$ cat config.mk
export PLATFORM = sky130hd
export DESIGN_NAME = crc8_tx_framer
export DESIGN_NICKNAME = d
export VERILOG_FILES = /design/src/rtl/crc_pkg.sv /design/src/rtl/crc_lfsr_step.sv /design/src/rtl/crc8_tx_framer.sv
export SDC_FILE = /design/constraint.sdc
export NUM_CORES = 1
export LEC_CHECK = 0
export CAP_MARGIN = 20
export CORE_MARGIN = 1
export CORE_UTILIZATION = 31
export CTS_BUF_LIST = sky130_fd_sc_hd__clkbuf_8 sky130_fd_sc_hd__clkbuf_16
export CTS_CLUSTER_DIAMETER = 150
export DETAILED_ROUTE_END_ITERATION = 8
export GPL_ROUTABILITY_DRIVEN = 0
export MAX_ROUTING_LAYER = met4
export PLACE_DENSITY = 0.49
export SLEW_MARGIN = 30
export SYNTH_ARGS = -nofsm -noshare
export SYNTH_HDL_FRONTEND = slang
export SYNTH_SLANG_ARGS = --single-unit
$ cat constraint.sdc
create_clock -name clk -period 3.2 [get_ports clk]
set_clock_uncertainty 0.15 [all_clocks]
set_input_delay 0.96 -clock clk [delete_from_list [all_inputs] [get_ports clk]]
set_output_delay 0.96 -clock clk [all_outputs]
set_load 0.02 [all_outputs]
$ cat src/rtl/crc_pkg.sv
// Shared definitions for the CRC-8 transmit framer.
//   CRC8_POLY : generator x^8+x^2+x+1. The implicit x^8 term is dropped.
//   state_e   : framer FSM states, 1-bit encoded.
package crc_pkg;

  localparam logic [7:0] CRC8_POLY = 8'h07;

  typedef enum logic {
    IDLE  = 1'b0,
    SHIFT = 1'b1
  } state_e;

endpackage

$ cat src/rtl/crc_lfsr_step.sv
// One bit-serial CRC LFSR step (MSB first, no reflection). This block is purely combinational.
// Ports:
//   crc      in  CRC_BW  current CRC register
//   data_bit in  1       next message bit
//   poly     in  CRC_BW  generator polynomial without the leading term
//   crc_next out CRC_BW  CRC after absorbing data_bit
module crc_lfsr_step #(
  parameter int unsigned CRC_BW = 8
) (
  input  logic [CRC_BW-1:0] crc,
  input  logic              data_bit,
  input  logic [CRC_BW-1:0] poly,
  output logic [CRC_BW-1:0] crc_next
);

  logic w_fb;

  assign w_fb     = crc[CRC_BW-1] ^ data_bit;
  assign crc_next = {crc[CRC_BW-2:0], 1'b0} ^ (w_fb ? poly : '0);

endmodule

$ cat src/rtl/crc8_tx_framer.sv
// Transmit framer. It accepts a BW-bit payload on a valid/ready handshake.
// It computes the CRC-8 bit-serially (MSB first, init 0, no final XOR).
// It then presents the codeword {payload, crc} on a registered bus.
// Ports:
//   clk        in  1          clock, all state updates on posedge
//   rstn       in  1          synchronous active-low reset
//   in_data    in  BW         payload to frame
//   in_valid   in  1          payload valid
//   in_ready   out 1          high while idle (combinational)
//   inject_err in  1          sampled with payload; flips bit 0 of the emitted CRC
//   out        out BW+CRC_BW  codeword, held between frames
//   out_valid  out 1          one-cycle pulse when a new codeword appears on out
module crc8_tx_framer
  import crc_pkg::*;
#(
  parameter int unsigned       BW     = 40,
  parameter int unsigned       CRC_BW = 8,
  parameter logic [CRC_BW-1:0] POLY   = CRC_BW'(CRC8_POLY)
) (
  input  logic                 clk,
  input  logic                 rstn,
  input  logic [BW-1:0]        in_data,
  input  logic                 in_valid,
  output logic                 in_ready,
  input  logic                 inject_err,
  output logic [BW+CRC_BW-1:0] out,
  output logic                 out_valid
);

  localparam int unsigned CntW = $clog2(BW);

  state_e                r_state;
  logic [BW-1:0]         r_payload;
  logic [BW-1:0]         r_shift;
  logic                  r_inj;
  logic [CRC_BW-1:0]     r_crc;
  logic [CntW-1:0]       r_cnt;
  logic [BW+CRC_BW-1:0]  r_out;
  logic                  r_out_valid;

  logic [CRC_BW-1:0]     w_crc_next;
  logic [CRC_BW-1:0]     w_crc_final;

  crc_lfsr_step #(
    .CRC_BW (CRC_BW)
  ) u_step (
    .crc      (r_crc),
    .data_bit (r_shift[BW-1]),
    .poly     (POLY),
    .crc_next (w_crc_next)
  );

  // Fault injection only disturbs the LSB of the emitted CRC. The internal LFSR is unaffected.
  assign w_crc_final = w_crc_next ^ {{(CRC_BW-1){1'b0}}, r_inj};

  always_ff @(posedge clk) begin
    if (!rstn) begin
      r_state     <= IDLE;
      r_payload   <= '0;
      r_shift     <= '0;
      r_inj       <= 1'b0;
      r_crc       <= '0;
      r_cnt       <= '0;
      r_out       <= '0;
      r_out_valid <= 1'b0;
    end else begin
      r_out_valid <= 1'b0;
      unique case (r_state)
        IDLE: begin
          if (in_valid) begin
            r_payload <= in_data;
            r_shift   <= in_data;
            r_inj     <= inject_err;
            r_crc     <= '0;
            r_cnt     <= CntW'(BW - 1);
            r_state   <= SHIFT;
          end
        end
        SHIFT: begin
          r_crc   <= w_crc_next;
          r_shift <= r_shift << 1;
          // Exit on zero so that the counter never wraps.
          if (r_cnt == '0) begin
            r_out       <= {r_payload, w_crc_final};
            r_out_valid <= 1'b1;
            r_state     <= IDLE;
          end else begin
            r_cnt <= r_cnt - 1'b1;
          end
        end
        default: r_state <= IDLE;
      endcase
    end
  end

  assign in_ready  = (r_state == IDLE);
  assign out       = r_out;
  assign out_valid = r_out_valid;

endmodule
==> summary.txt <==
CLOCK TREE
-----------------------------------------------------------------------------------------------
Clock latency on the worst-skew pair                                                     420 ps
Root buffer cell                                                                   sky130_fd_sc_hd__clkbuf_16
H-tree levels                                                                                 4
Post-CTS sizing                                                                               0
TritonCTS clock tree                                                                       done
Hold buffer count at cts                                                                      0
Clock input transition at the sequential cells of the worst setup and hold paths          60 ps
Clock buffer depth                                                                            2
Number of clock sinks                                                                       145
Setup repair bufs after CTS                                                                   0
Clock buffers created by TritonCTS                                                           17

WORST SETUP PATH
-----------------------------------------------------------------------------------------------
Slowest cell on crit path                                                          sky130_fd_sc_hd__clkdlybuf4s50_1
Number of buffers and inverters on the critical path                                          1
Crit path depth                                                                               1
Largest incremental delay on the critical path                                           630 ps
Ordered list of cells on the worst path                                            clkdlybuf4s50_1
Startpoint-to-endpoint class of the critical path                                       reg2out
Crit-path leading delay family                                                     buffers and inverters
Worst path arrival time                                                                 1410 ps
CP endpoint kind                                                                    output port
Depth of the worst register-to-register path                                                  5
Worst Path Max Fanout                                                                         2
Worst path required time                                                                2090 ps
Startpoint kind of the worst setup timing path                                         register

GLOBAL ROUTE
-----------------------------------------------------------------------------------------------
GRT overflow                                                                                  0
Pin count of the biggest net entering global routing                                         81
Gr usage total                                                                            16.2%
Via count of the first global-routing pass                                                 4741
Wire length of the first global-routing pass                                            24.5 mm
Antenna violations before repair                                                              0

POWER AND IR DROP
-----------------------------------------------------------------------------------------------
PwrDens                                                                             592 nW/um^2
Maximum VDD drop                                                                       0.379 mV
Leakage power                                                                           3.17 nW

DRT
-----------------------------------------------------------------------------------------------
Total Wirelength                                                                        15.0 mm
Vias after detailed routing                                                                4815
Detailed-route DRC error count                                                                0
Wirelength per Cell                                                                     15.0 um
Routed via count divided by cell count                                                     4.83
Pre-antenna DRT Iters                                                                         7
Remaining antenna violation count after routing                                               0
Number of DRC markers in iteration 0                                                        213

FINAL LAYOUT
-----------------------------------------------------------------------------------------------
Ratio of cells with drive above 1 in the final layout                                     7.74%
Final Instance Area                                                                   7780 um^2
Non-filler cells, final                                                                     996
Number of antenna cells inserted                                                              0
Layout overhead on the synthesized area                                                   29.3%
Fin nets                                                                                    769

STA
-----------------------------------------------------------------------------------------------
Max Transition Viols Final                                                                    0
Min cycle time layout                                                                   2520 ps
Summed negative setup slack over all endpoints                                             0 ps
Maximum achievable frequency                                                          0.397 GHz
Max-slew headroom at the worst pin                                                        46.6%
Final setup violation count                                                                   0
Count of endpoints failing hold in the final timing report                                    0
Final worst path period share                                                             78.8%
Setup WS post-layout                                                                     679 ps
Transition time at the pin with the least slew margin                                    798 ps
Unrepaired setup endpoints after global routing                                           false

FLOORPLANNING
-----------------------------------------------------------------------------------------------
Die area                                                                             20000 um^2
Core Region                                                                          18800 um^2
Initial standard-cell utilization of the core                                             31.9%
Count of standard-cell rows                                                                  50
Width of the die                                                                         141 um
Vertical die dimension                                                                   141 um
I/O pin cnt                                                                                  94

PLACEMENT
-----------------------------------------------------------------------------------------------
Place WS                                                                                 564 ps
Total cell area at the placement stage                                                7160 um^2
IO Port Bufs                                                                                 93
Placed wire-length estimate                                                             10.1 mm
Number of placed instances, taps included                                                   964

SYNTHESIS
-----------------------------------------------------------------------------------------------
Gate Count Post-Synth                                                                       659
Flip-flop cell with the highest count after synthesis                              sky130_fd_sc_hd__dfxtp_1
Synthesized Nets                                                                            705
Synthesized cell area                                                                 6010 um^2
Yosys synthesis warning count                                                                 0
Seq/Total Area, Yosys                                                                     48.3%
Synthesized area divided by synthesized cell count                                    9.13 um^2
Number of flops mapped to enable cells by yosys                                               0
Synth Register Bits                                                                         145
Async set-or-reset flop fraction in the synthesized netlist                                  0%
Unique masters post-synth                                                                    40

RUN STATUS
-----------------------------------------------------------------------------------------------
Result of the run                                                                  complete, no violations

WORST HOLD PATH
-----------------------------------------------------------------------------------------------
Worst min-delay path class                                                              reg2reg
Worst hold path stage count                                                                   2

JOB
-----------------------------------------------------------------------------------------------
Max-capacitance violation count                                                               0

worst paths after layout:
kind                                            startpoint  slack, ps                         end
worst max-delay path                  out[47]$_SDFFE_PN0P_        680                     out[47]
worst min register to register  r_payload[13]$_SDFFE_PN0P_        310  r_payload[13]$_SDFFE_PN0P_
worst max register to register          r_state$_SDFF_PN0_       1040         out[4]$_SDFFE_PN0P_
worst min-delay path            r_payload[13]$_SDFFE_PN0P_        310  r_payload[13]$_SDFFE_PN0P_
kinds of logic after synthesis:
| group | synth area share (%) |
|---|---|
| AND/OR/NAND/NOR | 15.4 |
| AO/OA/AOI/OAI | 23.5 |
| flip-flops | 48.3 |
| buffers and inverters | 5.08 |
| multiplexers | 6.68 |
| XOR/XNOR | 0.583 |
| adder cells (fa/ha/maj) | 0.416 |
cell usage after synthesis, types with 6 or more instances:
cell,instances,share of area [%]
sky130_fd_sc_hd__dfxtp_1,145,48
sky130_fd_sc_hd__nand2_1,128,8.0
sky130_fd_sc_hd__a21boi_0,80,10
sky130_fd_sc_hd__nand3_1,48,4.0
sky130_fd_sc_hd__o21ai_0,46,3.8
sky130_fd_sc_hd__mux2i_1,39,6.5
sky130_fd_sc_hd__o211a_1,39,6.5
sky130_fd_sc_hd__clkbuf_1,30,1.9
sky130_fd_sc_hd__buf_2,28,2.3
sky130_fd_sc_hd__a21boi_1,9,1.1
sky130_fd_sc_hd__nor2b_1,8,0.83
sky130_fd_sc_hd__a21oi_1,7,0.58
sky130_fd_sc_hd__inv_1,7,0.44
sky130_fd_sc_hd__nor3b_1,6,0.75
power by group:
part           leakage [nW]  internal, mW  switching (mW)
combinational          1.68         0.242           0.350
clock                 0.297          1.27           0.775
sequential             1.19          1.91          0.0615
total                  3.17          3.42            1.19
layout by cell type, fill, tap and decap left out, drive strengths merged, types with 2 or more instances in the layout:
cell           instances
a21boi                89
ha                     2
nor2                   3
nand3                 48
o211a                 39
nor3b                  6
o22ai                  3
nand2                128
buf                   16
a211o                  2
nand2b                 2
o221a                  2
clkinv                 5
o32ai                  2
clkbuf                19
dfxtp                145
a21oi                  7
mux2i                 39
o21ai                 46
bufinv                 3
xnor2                  3
or3                    2
nor3                   2
inv                   10
nor2b                  8
clkdlybuf4s50         91
clkinvlp               3
through the flow:
step | power (mW) | utilization, % | hold WS, ps
5_1_grt | 4.81 | 41.3 | 331
2_1_floorplan | 2.39 | - | 293
4_1_cts | 4.67 | 41.3 | 317
6_report | 4.61 | 41.3 | 314
3_5_place_dp | 2.61 | 38.0 | 307
3_3_place_gp | 2.60 | 38.0 | 304
routing by layer:
layer  GRT usage (%)  part of all wire (%)  wire [um]  vias up
met5               -                     0          0        -
met4            5.15                  0.81        121        0
met3            3.31                   3.4        508       11
met2            26.1                    48       7140       71
met1            20.3                    48       7220     2309
li1                -                     -          -     2424
final cells by class:
class / count / area [um^2]
Multi-Input combinational cell: 444 / 2830
Inverter: 8 / 30.0
Tap cell: 260 / 325
Fill cell: 1857 / 11100
Clock inverter: 13 / 161
Timing Repair Buffer: 107 / 1080
Clock buffer: 19 / 453
Sequential cell: 145 / 2900
sequential cells by signal, summed over array words and instances (netlist names):
register / count
r_cnt: 6
r_shift: 40
r_inj: 1
r_payload: 40
r_state: 1
out: 48
out_valid: 1
r_crc: 8
Power figures use the tool's default switching activity.
